## config.mk

```make
export PLATFORM = sky130hd
export DESIGN_NAME = bcd_time_keeper
export DESIGN_NICKNAME = d
export VERILOG_FILES = /design/src/rtl/bcd_time_keeper.sv
export SDC_FILE = /design/constraint.sdc
export NUM_CORES = 1
export LEC_CHECK = 0
export CORE_MARGIN = 1.5
export CORE_UTILIZATION = 55
export CTS_BUF_LIST = sky130_fd_sc_hd__clkbuf_8
export CTS_CLUSTER_SIZE = 28
export DETAILED_ROUTE_END_ITERATION = 8
export PLACE_DENSITY = 0.86
export SYNTH_ARGS = -nofsm -noshare
export SYNTH_HDL_FRONTEND = slang
export SYNTH_SLANG_ARGS = --single-unit
```

## constraint.sdc

```tcl
create_clock -name clk_100m_i -period 7.5 [get_ports clk_100m_i]
set_input_delay 0.75 -clock clk_100m_i [delete_from_list [all_inputs] [get_ports clk_100m_i]]
set_output_delay 0.75 -clock clk_100m_i [all_outputs]
set_load 0.05 [all_outputs]
```

## src/rtl/bcd_time_keeper.sv

```systemverilog
// bcd_time_keeper: 24h/12h BCD time-of-day core.
// Contents: second prescaler, HH:MM:SS BCD counters, set/hold controls and 12h display mapping.
// Optional alarm, enabled by defining TIME_KEEPER_ALARM_EN.
module bcd_time_keeper #(
  parameter int unsigned TICK_DIV   = 100_000_000,
  parameter int unsigned CNT_W      = 27,
  parameter int unsigned ALARM_SECS = 30
) (
  input  logic       clk_100m_i,
  input  logic       reset_n_i,
  input  logic       run_i,
  input  logic       mode_12h_i,
  input  logic       set_minutes_i,
  input  logic       set_hours_i,
  input  logic       alarm_set_min_i,
  input  logic       alarm_set_hr_i,
  input  logic       alarm_arm_i,
  output logic [3:0] hours_tens_o,
  output logic [3:0] hours_units_o,
  output logic [3:0] minutes_tens_o,
  output logic [3:0] minutes_units_o,
  output logic [5:0] seconds_bin_o,
  output logic [3:0] seconds_tens_o,
  output logic [3:0] seconds_units_o,
  output logic       pm_o,
  output logic       tick_o,
  output logic       alarm_o
);

  // BCD pair increment with wrap at max. Bit 8 is the carry out.
  // Any out-of-range pair wraps to 00 without a carry.
  function automatic logic [8:0] bcd_inc(input logic [7:0] val, input logic [7:0] max);
    logic [8:0] r;
    if (val[7:4] > max[7:4] || val[3:0] > 4'd9 || (val[7:4] == max[7:4] && val[3:0] > max[3:0])) begin
      r = 9'd0;
    end else if (val == max) begin
      r = {1'b1, 8'h00};
    end else if (val[3:0] == 4'd9) begin
      r = {1'b0, val[7:4] + 4'd1, 4'd0};
    end else begin
      r = {1'b0, val[7:4], val[3:0] + 4'd1};
    end
    return r;
  endfunction

  logic [CNT_W-1:0] presc_q, presc_d;
  logic             tick_q;
  logic             tick_int_s;
  logic [7:0]       s_q, s_d, m_q, m_d, h_q, h_d, h_mid_s;
  logic [8:0]       s_inc_s, m_inc_s, h_inc_s, h_set_s;
  logic [5:0]       sec_bin_q, sec_bin_d;
  logic             pm_q;
  logic [4:0]       hb_s, disp_s;

  assign tick_int_s = run_i && (presc_q == CNT_W'(TICK_DIV - 1));
  assign s_inc_s    = bcd_inc(s_q, 8'h59);
  assign m_inc_s    = bcd_inc(m_q, 8'h59);
  assign h_inc_s    = bcd_inc(h_q, 8'h23);
  assign h_set_s    = bcd_inc(h_mid_s, 8'h23);

  // Prescaler next state: minute set restarts the second, Run=0 freezes it.
  always_comb begin
    presc_d = presc_q;
    if (set_minutes_i) begin
      presc_d = '0;
    end else if (tick_int_s) begin
      presc_d = '0;
    end else if (run_i) begin
      presc_d = presc_q + CNT_W'(1);
    end else begin
      presc_d = presc_q;
    end
  end

  // Time next state: tick chain first, minute set overrides mm/ss (and drops any tick carry),
  // hour set is applied on top of the result.
  always_comb begin
    s_d     = s_q;
    m_d     = m_q;
    h_mid_s = h_q;
    if (tick_int_s) begin
      s_d = s_inc_s[7:0];
      if (s_inc_s[8]) begin
        m_d = m_inc_s[7:0];
        if (m_inc_s[8]) begin
          h_mid_s = h_inc_s[7:0];
        end else begin
          h_mid_s = h_q;
        end
      end else begin
        m_d = m_q;
      end
    end else begin
      s_d = s_q;
    end
    if (set_minutes_i) begin
      s_d     = 8'h00;
      m_d     = m_inc_s[7:0];
      h_mid_s = h_q;
    end else begin
      m_d = m_d;
    end
  end

  // Final hour value and derived registered outputs.
  always_comb begin
    h_d       = set_hours_i ? h_set_s[7:0] : h_mid_s;
    sec_bin_d = 6'({2'b00, s_d[7:4]} * 6'd10) + {2'b00, s_d[3:0]};
  end

  // Prescaler, tick and time registers.
  always_ff @(posedge clk_100m_i or negedge reset_n_i) begin
    if (!reset_n_i) begin
      presc_q   <= '0;
      tick_q    <= 1'b0;
      s_q       <= 8'h00;
      m_q       <= 8'h00;
      h_q       <= 8'h00;
      sec_bin_q <= 6'd0;
      pm_q      <= 1'b0;
    end else begin
      presc_q   <= presc_d;
      tick_q    <= tick_int_s;
      s_q       <= s_d;
      m_q       <= m_d;
      h_q       <= h_d;
      sec_bin_q <= sec_bin_d;
      pm_q      <= (h_d >= 8'h12);
    end
  end

  // Display hours: 12h mapping is combinational so a mode change shows immediately.
  always_comb begin
    hb_s = 5'({1'b0, h_q[7:4]} * 5'd10) + {1'b0, h_q[3:0]};
    if (hb_s == 5'd0) begin
      disp_s = 5'd12;
    end else if (hb_s > 5'd12) begin
      disp_s = hb_s - 5'd12;
    end else begin
      disp_s = hb_s;
    end
    if (mode_12h_i) begin
      if (disp_s >= 5'd10) begin
        hours_tens_o  = 4'd1;
        hours_units_o = 4'(disp_s - 5'd10);
      end else begin
        hours_tens_o  = 4'd0;
        hours_units_o = disp_s[3:0];
      end
    end else begin
      hours_tens_o  = h_q[7:4];
      hours_units_o = h_q[3:0];
    end
  end

  assign minutes_tens_o  = m_q[7:4];
  assign minutes_units_o = m_q[3:0];
  assign seconds_tens_o  = s_q[7:4];
  assign seconds_units_o = s_q[3:0];
  assign seconds_bin_o   = sec_bin_q;
  assign pm_o            = pm_q;
  assign tick_o          = tick_q;

`ifdef TIME_KEEPER_ALARM_EN
  logic [7:0] al_h_q, al_m_q;
  logic [8:0] al_h_inc_s, al_m_inc_s;
  logic [5:0] al_cnt_q;
  logic       alarm_q;
  logic       match_s;

  assign al_m_inc_s = bcd_inc(al_m_q, 8'h59);
  assign al_h_inc_s = bcd_inc(al_h_q, 8'h23);
  assign match_s    = tick_int_s && (h_d == al_h_q) && (m_d == al_m_q) && (s_d == 8'h00);

  // Alarm time registers and active-alarm countdown in ticks.
  always_ff @(posedge clk_100m_i or negedge reset_n_i) begin
    if (!reset_n_i) begin
      al_h_q   <= 8'h00;
      al_m_q   <= 8'h00;
      al_cnt_q <= 6'd0;
      alarm_q  <= 1'b0;
    end else begin
      if (alarm_set_min_i) begin
        al_m_q <= al_m_inc_s[7:0];
      end else begin
        al_m_q <= al_m_q;
      end
      if (alarm_set_hr_i) begin
        al_h_q <= al_h_inc_s[7:0];
      end else begin
        al_h_q <= al_h_q;
      end
      if (!alarm_arm_i) begin
        alarm_q  <= 1'b0;
        al_cnt_q <= 6'd0;
      end else if (match_s) begin
        alarm_q  <= 1'b1;
        al_cnt_q <= 6'(ALARM_SECS);
      end else if (tick_int_s && alarm_q) begin
        if (al_cnt_q <= 6'd1) begin
          alarm_q  <= 1'b0;
          al_cnt_q <= 6'd0;
        end else begin
          al_cnt_q <= al_cnt_q - 6'd1;
        end
      end else begin
        alarm_q <= alarm_q;
      end
    end
  end

  assign alarm_o = alarm_q;
`else
  logic unused_alarm_s;
  assign unused_alarm_s = ^{alarm_set_min_i, alarm_set_hr_i, alarm_arm_i};
  assign alarm_o        = 1'b0;
`endif

endmodule

```

Yosys cells after proc, flatten, opt, wreduce, memory -nomap -nowiden
Index checks and enable logic that the tools add are counted.
{"block": "totals", "memories": 0, "latch_bits": 0, "rom_bits": 0, "regBits": 59, "wordCells": 97, "in_bits": 9, "ramBits": 0, "out_inout_bits": 33}
{"block": "op_classes", "shifts": 0, "multipliers": 2, "reduce_logical": 18, "n_eq_ne": 13, "div": 0, "n_addsub": 13, "magnitude_cmp": 13, "n_bitwise": 0, "mux": 31}
{"op": "$mux W8", "n": 18}
{"op": "$mux W27", "n": 3}
{"op": "$mux W9", "n": 4}
{"op": "$add A4 B1 Y4 const B", "n": 8}
{"op": "$add A27 B1 Y27 const B", "n": 1}
{"op": "$eq A27 B27 Y1 const B", "n": 1}
{"op": "$eq A4 B4 Y1 const B", "n": 4}
{"op": "$eq A8 B6 Y1 const B", "n": 2}
{"op": "$eq A8 B7 Y1 const B", "n": 2}
{"op": "$gt A4 B2 Y1 const B", "n": 4}
{"op": "$gt A4 B4 Y1 const B", "n": 4}
{"op": "$mux W4", "n": 3}
{"op": "$mux W5", "n": 2}
{"op": "$eq A4 B2 Y1 const B", "n": 2}
{"op": "$eq A4 B3 Y1 const B", "n": 2}
{"op": "$ge A8 B5 Y1 const B", "n": 1}
{"op": "$gt A4 B3 Y1 const B", "n": 2}
{"op": "$logic_or A1 B1 Y1", "n": 8}
{"op": "$add A6 B4 Y6", "n": 1}
{"op": "$add A5 B4 Y5", "n": 1}
{"op": "$ge A5 B4 Y1 const B", "n": 1}
{"op": "$gt A5 B4 Y1 const B", "n": 1}
{"op": "$logic_and A1 B1 Y1", "n": 5}
{"op": "$logic_not A5 Y1", "n": 1}
{"op": "other kinds (8)", "n": 9}

Longest topological paths before layout
Gate-level depths: netlist (run 1).
{"block": "depth", "ltp_word": 14, "mapped_depth": 14, "ltp_nobuf": 14}

Worst setup path after synthesis (run 1)
Ideal clock, no wire load.
{"block": "synth_timing", "path_kind": "register to output", "from": "register h_q[1]", "to": "output port hours_units_o[2]", "stages_incl_launch_ff": 13, "slack_ns": 2.772, "t_required_ns": 6.750, "path_buffers": 0, "arrival_time_ns": 3.978, "cell_sequence": "dfrtp_1 ha_1 fa_1 xor2_1 ha_1 or3b_2 nand2_1 a21boi_0 mux2_2 a31o_2 a21oi_1 mux2_2 a21oi_1"}
{"block": "synth_between", "elab_chain_len": 7, "elab_cells_between_ends": 10, "classes_between": "3 x add/sub; 2 x order compare; 4 x mux; 1 x reduce/logical"}
{"element": "start: declaration", "line": "49", "source": "logic [7:0] s_q, s_d, m_q, m_d, h_q, h_d, h_mid_s;"}
{"element": "start signal: assignment", "line": "118", "source": "h_q <= 8'h00;"}
{"element": "start signal: assignment", "line": "126", "source": "h_q <= h_d;"}
{"element": "$add A5 B4 Y5 (*)", "line": "134", "source": "hb_s = 5'({1'b0, h_q[7:4]} * 5'd10) + {1'b0, h_q[3:0]};"}
{"element": "$sub A5 B4 Y5 / $gt A5 B4 Y1 (equally long branches)", "line": "138, 137"}
{"element": "$mux W5", "line": "137", "source": "end else if (hb_s > 5'd12) begin"}
{"element": "$mux W5 (*)", "line": "135", "source": "if (hb_s == 5'd0) begin"}
{"element": "$sub A4 B4 Y4 / $ge A5 B4 Y1 (equally long branches)", "line": "145, 143"}
{"element": "$mux W4 (*)", "line": "143", "source": "if (disp_s >= 5'd10) begin"}
{"element": "$mux W4 (*)", "line": "142", "source": "if (mode_12h_i) begin"}
{"element": "end: declaration", "line": "19", "source": "output logic [3:0] hours_units_o,"}
Every way passes the cells marked *; elsewhere a longest branch is shown, timed or not.

Worst setup path after layout (run 1)
Same ends and word-level chain as after synthesis.

==> impl.org, run 1 <==
** Final layout
- The finished layout holds 594 standard cells, fillers aside.
- Number of fill cells :: 589
- Of the cells placed in the final design, the portion with a size suffix greater than 1 is 10.1%.
- The area growth from synthesis to layout is 15.0%.
- 0 antenna diodes ended up in the layout.
- Nets :: 525
- Final cell area excluding filler cells :: 4730 um2
- Final core occ :: 65.3%

** Synth
- Sequential area share after synthesis :: 35.3%
- The Yosys step of the flow raised 0 warnings.
- The synthesized netlist occupies a cell area of 4120 um2.
- The most used flip-flop cell after synthesis is sky130_fd_sc_hd__dfrtp_1.
- The number of different library cells used by synthesis comes to 73.
- The largest total area in the synthesized netlist belongs to sky130_fd_sc_hd__dfrtp_1.
- Area share of the leading cell type in the synthesized netlist :: 35.3%
- Averaged over all synthesized cells, the footprint is 9.01 um2.
- EDFF count, synth :: 0
- Counting flops and latches in the post-synthesis netlist gives 58.
- List of most frequent post-synthesis cells :: 58 x sky130_fd_sc_hd__dfrtp_1, 42 x sky130_fd_sc_hd__nand2_1, 41 x sky130_fd_sc_hd__nor2_1
- Top post-synthesis cells by area :: sky130_fd_sc_hd__dfrtp_1 35%, sky130_fd_sc_hd__ha_1 7.3%, sky130_fd_sc_hd__o21ai_0 4.6%, sky130_fd_sc_hd__a21oi_1 3.9%, sky130_fd_sc_hd__nand2_1 3.8%
- Yosys instantiated no cell more often than sky130_fd_sc_hd__dfrtp_1.
- Counting flops with an async set or reset pin after synthesis yields a share of 100%.
- Syn nets :: 492
- Cells after synthesis :: 457

** Clock network
- In this run the clock root is driven by a sky130_fd_sc_hd__clkbuf_8.
- Insertion delay to the later sink of the worst-skew pair :: 0.35 ns
- The clock tree synthesis step divided the H-tree into 3 levels.
- Number of clock sinks :: 58
- TritonCTS built the clock tree.
- The longest clock path from root to sink contains 2 buffers.
- Clock-pin slew was measured on the worst setup and hold paths at 0.08 ns.
- Number of buffers added by the clock tree synthesis step :: 9
- Resized cells post-CTS :: 0
- Number of hold buffers added after CTS :: 0
- Post-CTS Setup Repair Bufs :: 0

** Floorplan
- In this run the standard cell core region covers 7250 um2.
- Row generation in the floorplan step produced 31 rows.
- The floorplan step defined a die boundary enclosing 8010 um2.
- Width of the die :: 89.5 um
- Ports placed on the boundary :: 42
- In this run the vertical extent of the chip is 89.5 um.
- Starting density of the core :: 56.8%

** Setup path
- The worst setup path is captured at an output pin.
- Arrival time worst endpoint :: 4.81 ns
- Maximum fanout count along the critical path :: 7
- CP Class :: reg -> out
- Worst reg2reg path startpoint :: presc_q[9]
- The endpoint identified for the worst register-to-register timing path is seconds_bin_o[5].
- The worst register-to-register path has a depth of 12.
- Crit path required time :: 6.75 ns
- Startpoint type of the worst setup path :: register
- The setup check on the worst reg-to-reg path leaves a slack of 3.63 ns.

** Place
- Port bufs :: 37
- Summing all placed instances gives a cell area of 4530 um2.
- Including well taps, the total number of placed cells is 578.
- Routability-driven placement congestion ratio :: 0.891
- Final HPWL from detailed placement :: 6710 um

** STA
- Max-Slew Margin vs Limit :: 50.8%
- On the final layout, the worst clock skew is 0.0136 ns.
- Setup repair after global routing missed its margin :: no
- The final critical path takes up 74.1% of the cycle.
- Derived from the worst setup path, the maximum achievable clock frequency is 180 MHz.
- The worst path needs 5.56 ns of the cycle, external delays included.
- Hold violation total from the final report :: 0
- Worst Max-Slew Pin Slew :: 0.738 ns
- Setup-violating endpoint count in the final report :: 0
- For the final routed database, the setup TNS stands at 0 ns.
- Final-report max-slew violation count :: 0

** Global route
- Across every metal layer, demand over resource in global routing totals 25.1%.
- Congestion Overflow GR :: 0
- The initial antenna violation count was 0.
- The via count of the first global-routing pass is 3486.
- The first global-routing pass estimated 15600 um of wire.
- Entering global routing, the biggest net connects 59 pins.

** Detailed routing
- The final layout contains routed wiring with a total length of 9270 um.
- Via count :: 3670
- Routed WL per cell :: 15.6 um
- In this run the remaining antenna-violating nets after routing total 0.
- For this run, design rule violations remaining after detail routing come to 0.
- The first TritonRoute pass finished after 5 iterations.
- Detailed router's first-iteration violation count :: 254
- Using the TritonRoute via totals, the vias-per-cell ratio works out to 6.18.

** Pwr
- Static power due to leakage :: 2.03 nW
- Combinational cells account for 56.7% of the total power.
- Power per cell area :: 346 nW/um2
- Net Sw Power :: 0.770 mW
- Switching fraction of total power :: 47.0%
- Registers are responsible for 25.0% of the overall power.
- Int Pwr :: 0.868 mW
- VDD sags by at most 0.152 mV.
- The clock network is responsible for 18.2% of the overall power.

** Outcome
- The flow ran to the end, and the final reports show no timing, DRC or antenna violations.

** Min path
- The tightest min-delay check is of the in -> async type.

** Job
- Count of maximum capacitance violations :: 0
==> layout by cell type, fill, tap and decap left out, types with 7 or more instances in the layout <==
cell type | Yosys | final
sky130_fd_sc_hd__ha_1 | 24 | 24
sky130_fd_sc_hd__a21oi_1 | 32 | 32
sky130_fd_sc_hd__nand4_1 | 11 | 11
sky130_fd_sc_hd__nand3_1 | 18 | 18
sky130_fd_sc_hd__clkbuf_8 | 0 | 10
sky130_fd_sc_hd__xnor2_1 | 15 | 15
sky130_fd_sc_hd__nand2_1 | 42 | 42
sky130_fd_sc_hd__xor2_1 | 16 | 16
sky130_fd_sc_hd__o21ai_0 | 38 | 38
sky130_fd_sc_hd__dfrtp_1 | 58 | 58
sky130_fd_sc_hd__nor3_1 | 7 | 7
sky130_fd_sc_hd__nor2_1 | 41 | 41
sky130_fd_sc_hd__clkdlybuf4s50_1 | 0 | 36
sky130_fd_sc_hd__inv_1 | 19 | 19
==> power groups by stage <==
stage               combinational, mW  sequential [mW]  clock, mW
finish                          0.929            0.410      0.298
global route                     1.01            0.417      0.317
CTS                             0.925            0.410      0.301
detailed placement              0.919            0.416          0
global placement                0.881            0.412          0
floorplan                       0.659            0.451          0
==> cells by family (layout without fill, tap and decap cells) <==
| logic type | count (synthesis) | in the layout | synth area share [%] |
|---|---|---|---|
| muxes | 11 | 11 | 2.86 |
| adders and majority gates | 26 | 26 | 8.27 |
| xor gates and xnor gates | 31 | 31 | 6.60 |
| DFF | 58 | 58 | 35.3 |
| other | 1 | 1 | 0.0911 |
| buffers and inverters | 35 | 73 | 3.74 |
| AOI/OAI and AO/OA | 112 | 112 | 17.4 |
| and+or+nand+nor | 183 | 183 | 25.8 |
==> per-layer routing <==
layer / routed length (um) / track usage [%] / vias to the layer above / part of all wire [%]
met1: 4080 / 30.3 / 1791 / 44
met3: 407 / 6.28 / 30 / 4.4
met2: 4610 / 43.3 / 119 / 50
li1: - / - / 1730 / -
met4: 180 / 8.95 / 0 / 1.9
met5: 0 / 0 / - / 0
==> worst max-delay path, stage by stage (launching register included) <==
cell	delay, ns
sky130_fd_sc_hd__dfrtp_1	0.46
sky130_fd_sc_hd__ha_1	0.26
sky130_fd_sc_hd__fa_1	0.38
sky130_fd_sc_hd__xor2_1	0.30
sky130_fd_sc_hd__ha_1	0.24
sky130_fd_sc_hd__or3b_2	0.47
sky130_fd_sc_hd__nand2_1	0.08
sky130_fd_sc_hd__a21boi_0	0.08
sky130_fd_sc_hd__mux2_2	0.31
sky130_fd_sc_hd__a31o_2	0.26
sky130_fd_sc_hd__a21oi_1	0.27
sky130_fd_sc_hd__mux2_2	0.37
sky130_fd_sc_hd__a21oi_1	0.15
sky130_fd_sc_hd__clkdlybuf4s50_1	0.82
==> registers in the layout, indices dropped and copies added (netlist names) <==
| name | count |
|---|---|
| presc_q | 27 |
| h_q | 8 |
| m_q | 8 |
| s_q | 7 |
| seconds_bin_o | 6 |
| pm_o | 1 |
| tick_o | 1 |
==> through the flow <==
stage	power [mW]	setup slack [ns]	hold slack (ns)
floorplan	1.11	2.77	0.454
global placement	1.29	2.47	0.498
detailed placement	1.33	2.31	0.523
CTS	1.64	1.92	0.536
global route	1.75	1.71	0.548
finish	1.64	1.94	0.531
==> area by class of cell <==
| cell class | count | area [um2] | area share (%) |
|---|---|---|---|
| clock buffer | 10 | 138 | 2.91 |
| clock inverter | 6 | 66.3 | 1.40 |
| inverter | 19 | 71.3 | 1.51 |
| multi-input combinational | 364 | 2510 | 53.0 |
| sequential | 58 | 1450 | 30.7 |
| tap | 99 | 124 | 2.62 |
| timing repair buffer | 38 | 373 | 7.88 |
==> worst max-delay path by stage <==
| stage | from | cells after the start | end |
|---|---|---|---|
| 6_report | h_q[1] | 13 | hours_units_o[2] |
| 5_1_grt | h_q[1] | 13 | hours_units_o[2] |
| 4_1_cts | h_q[1] | 13 | hours_units_o[2] |
| 3_5_place_dp | h_q[1] | 13 | hours_units_o[2] |
| 3_3_place_gp | h_q[1] | 13 | hours_units_o[2] |
| 2_1_floorplan | h_q[1] | 12 | hours_units_o[2] |
(Power assumes the default switching activity.)
==> run 2, diff against run 1 <==
--- a/config.mk
+++ b/config.mk
@@ -6,11 +6,11 @@
 export NUM_CORES = 1
 export LEC_CHECK = 0
 export CORE_MARGIN = 1.5
-export CORE_UTILIZATION = 55
+export CORE_UTILIZATION = 54
 export CTS_BUF_LIST = sky130_fd_sc_hd__clkbuf_8
 export CTS_CLUSTER_SIZE = 28
 export DETAILED_ROUTE_END_ITERATION = 8
-export PLACE_DENSITY = 0.86
+export PLACE_DENSITY = 0.87
 export SYNTH_ARGS = -nofsm -noshare
 export SYNTH_HDL_FRONTEND = slang
 export SYNTH_SLANG_ARGS = --single-unit
==> constraint.sdc (replaced) <==
create_clock -name clk_100m_i -period 5 [get_ports clk_100m_i]
set_input_delay 0.5 -clock clk_100m_i [delete_from_list [all_inputs] [get_ports clk_100m_i]]
set_output_delay 0.5 -clock clk_100m_i [all_outputs]
set_load 0.05 [all_outputs]
==> impl.org, run 2 (synthesized netlist as in run 1, its figures left out) <==
** Clock network
- The total number of clock tree sinks was 58 (unchanged).
- Number of buffers added by the clock tree synthesis step :: 9 (unchanged)
- The clock slew seen by the registers of the worst setup and hold paths was 0.07 ns (about the same).
- Maximum clock path buffer count :: 2 (unchanged)
- The source-to-sink clock delay at the later pin of the worst-skew pair was 0.35 ns (about the same).
- CTS tree :: yes
- Depth of the CTS H-tree :: 3 (unchanged)
- The root buffer cell chosen for the clock tree is sky130_fd_sc_hd__clkbuf_8.

** Global route
- The first-pass GRT wire length was 15900 um (+1.9%).
- Vias in the first global route :: 3468 (-0.52%)
- Pin count of the biggest net entering global routing :: 59 (unchanged)
- The initial antenna violation count is 0 (unchanged).
- The global-route total usage across every layer came to 23.6% (-1.5 points).
- The sum of overflow across all layers after global routing is 0 (unchanged).

** STA
- F_max :: 210 MHz
- Setup repair after global routing left no endpoint under its margin.
- The final-report hold violation count came to 0 (unchanged).
- Setup-violating endpoint count in the final report :: 0 (unchanged)
- Max-Slew Margin vs Limit :: 50.4% (-0.44 points)
- Final-report max-slew violation count :: 0 (unchanged)
- Minimum clock period :: 4.75 ns
- Final clock period utilization by the worst path :: 95.1%
- The sum of negative setup slack was 0 ns (unchanged).
- Max Clock Skew :: 0.0124 ns (-0.00117 ns)
- The least setup slack across all paths after layout came to 0.245 ns (-1.70 ns).
- The slew at the pin closest to its max-slew limit came to 0.744 ns (+0.00653 ns).

** Detailed routing
- Via count normalized by instance count :: 6.15 (-0.52%)
- The total wire length after detailed routing is 9340 um (+0.72%).
- The number of DRC violations after detailed-routing iteration 0 came to 284 (+12%).
- Drt first pass iters :: 5 (unchanged)
- Routed WL per cell :: 15.7 um (+0.72%)
- The DRC violation count after routing was 0 (unchanged).
- Via count :: 3651 (-0.52%)
- The residual antenna-violating net count after detailed routing was 0 (unchanged).

** Place
- Setup Slack @ Placement :: 0.349 ns (-1.96 ns)
- The last weighted congestion value of the routability-driven placer came to 0.879 (-1.3%).
- The detailed placer's ending HPWL was 6570 um (-2.0%).
- The count of buffers from port buffering came to 37 (unchanged).
- The post-detailed-placement cell area was 4530 um2 (about the same).
- The instance count after placement with tap cells included is 578 (unchanged).

** Pwr
- Static power due to leakage :: 2.07 nW (+1.9%)
- The maximum ir drop on the vdd rail is 0.284 mV (+87%).
- The power density of the placed cells was 528 nW/um2 (+53%).

** Setup path
- The worst setup path is of the reg -> out kind.
- Type of destination of the critical path :: output pin
- Cells traversed along the worst timing path :: ha_1 > fa_1 > xor2_1 > ha_1 > or3b_2 > nand2_1 > a21boi_0 > mux2_2 > a31o_2 > a21oi_1 > mux2_2 > a21oi_1 > buf_4
- Startpoint type of the worst setup path :: register
- Crit path required time :: 4.50 ns (-2.25 ns)
- Slowest cell on the critical path :: sky130_fd_sc_hd__or3b_2
- The delay contributed by the slowest stage of the critical path came to 0.46 ns (-0.36 ns).
- The largest fanout on the critical path is 7 (unchanged).
- Grouping stages by cell kind, the critical path spends the most delay in adder cells.
- Timing startpoint of the critical path :: h_q[1]
- In this run the critical register-to-register path is launched from presc_q[0].
- Arrival time worst endpoint :: 4.25 ns (-0.56 ns)
- The count of buffering cells on the critical path with inverters included came to 1 (unchanged).

** Final layout
- The flip-flop count of the largest register, all copies and words added was 27 (unchanged).
- Final instance count without filler cells :: 594 (unchanged)
- The final layout net count is 525 (unchanged).
- Most used cells in the layout excluding fill and tap cells :: 58 x sky130_fd_sc_hd__dfrtp_1, 42 x sky130_fd_sc_hd__nand2_1, 41 x sky130_fd_sc_hd__nor2_1
- The utilization after layout came to 65.1% (-0.13 points).
- The number of filler instances in the final layout came to 550 (-6.6%).
- Largest regs :: presc_q x27, h_q x8, m_q x8
- Area grow syn2layout :: 16.0%
- Antenna fix cells :: 0 (unchanged)
- The library cell used most frequently in the layout, excluding fill and tap cells, is sky130_fd_sc_hd__dfrtp_1.
- The fraction of final layout cells sized beyond drive strength 1 is 10.5% (+0.40 points).
- presc_q holds more flip-flops than any other register.
- Final cell area excluding filler cells :: 4780 um2 (+0.87%)

** Floorplan
- The number of placement rows was 31 (unchanged).
- Width of the die :: 90.3 um (+0.89%)
- Starting density of the core :: 56.2% (-0.60 points)
- The vertical die dimension was 90.3 um (+0.89%).
- The area enclosed by the die boundary was 8160 um2 (+1.8%).
- Ports placed on the boundary :: 42 (unchanged)
- The placeable core region was 7330 um2 (+1.1%).

** Job
- Count of maximum capacitance violations :: 0 (unchanged)

** Outcome
- The run finished with clean final reports.

** Min path
- The min-delay analysis places its worst path in the category in -> async.
[run 2: cell types whose count changed in the layout (fill, tap and decap cells not counted), sizes merged]
cell | before | now
clkdlybuf4s50 | 36 | 32
bufinv | 1 | 3
buf | 2 | 3
clkbuf | 10 | 11
clkinv | 2 | 1
clkinvlp | 3 | 2
dlygate4sd2 | 0 | 1
dlymetal6s2s | 0 | 1
[run 2: layout make-up]
| class | instances | area (um2) | share of cell area [%] |
|---|---|---|---|
| clock buffer | 10 | 138 | 2.88 |
| clock inverter | 6 | 114 | 2.38 |
| inverter | 19 | 71.3 | 1.49 |
| multi-input combinational | 364 | 2510 | 52.6 |
| sequential | 58 | 1450 | 30.4 |
| tap | 99 | 124 | 2.59 |
| timing repair buffer | 38 | 367 | 7.68 |
[run 2: worst paths after layout]
| path | to | slack [ns] | cells past startpoint |
|---|---|---|---|
| worst max-delay path | hours_units_o[2] | 0.25 | 13 |
| worst min-delay path | presc_q[3] | 0.29 | 2 |
| worst min register to register | presc_q[21] | 0.54 | 1 |
| min in group clk_100m_i | presc_q[21] | 0.54 | 1 |
| worst max register to register | seconds_bin_o[5] | 1.11 | 13 |
| max in group asynchronous | s_q[1] | 4.21 | 2 |
[run 2: what timing repair did]
action / in CTS / in global routing
resized for setup: 2 / 3
endpoints found under the hold margin: 0 / 0
setup endpoints to repair: 2 / 2
setup buffers: 0 / 0
hold buffers: 0 / 0
[run 2: worst register-to-register path, stage by stage (launching register included)]
cell and delay (ns):
sky130_fd_sc_hd__dfrtp_1 0.41, sky130_fd_sc_hd__ha_1 0.28, sky130_fd_sc_hd__and4b_2 0.26, sky130_fd_sc_hd__nand4_1 0.25
sky130_fd_sc_hd__nor4_4 0.54, sky130_fd_sc_hd__a41oi_2 0.35, sky130_fd_sc_hd__o21ai_0 0.32, sky130_fd_sc_hd__nor2_1 0.18
sky130_fd_sc_hd__ha_1 0.26, sky130_fd_sc_hd__fa_1 0.42, sky130_fd_sc_hd__a21oi_1 0.17, sky130_fd_sc_hd__nor2b_1 0.08
sky130_fd_sc_hd__xnor2_1 0.13, sky130_fd_sc_hd__xnor2_1 0.13
[run 2: metrics by stage]
step	power (mW)	hold WS [ns]
floorplan	1.67	0.204
global placement	1.92	0.503
detailed placement	1.98	0.500
CTS	2.51	0.321
global route	2.67	0.359
finish	2.52	0.287
[run 2: power breakdown]
part           leakage (nW)  internal, mW  switching, mW
logic                  1.16         0.511          0.850
registers             0.793         0.519         0.0940
clock network         0.119         0.345          0.201
[run 2: layer usage]
layer / share of wire (%) / GRT usage (%) / vias to the layer above / wire (um)
met5: 0 / 0 / - / 0
met4: 2.0 / 8.33 / 0 / 183
met3: 5.3 / 5.39 / 26 / 499
met2: 49 / 39.0 / 127 / 4560
met1: 44 / 30.4 / 1768 / 4100
li1: - / - / 1730 / -
==> run 3, diff against run 2 <==
--- a/config.mk
+++ b/config.mk
@@ -5,6 +5,7 @@
 export SDC_FILE = /design/constraint.sdc
 export NUM_CORES = 1
 export LEC_CHECK = 0
+export ABC_CLOCK_PERIOD_IN_PS = 5000
 export CORE_MARGIN = 1.5
 export CORE_UTILIZATION = 54
 export CTS_BUF_LIST = sky130_fd_sc_hd__clkbuf_8
==> results of run 3 <==
Same layout as run 2: the final DEF is identical, and so are final timing and power.
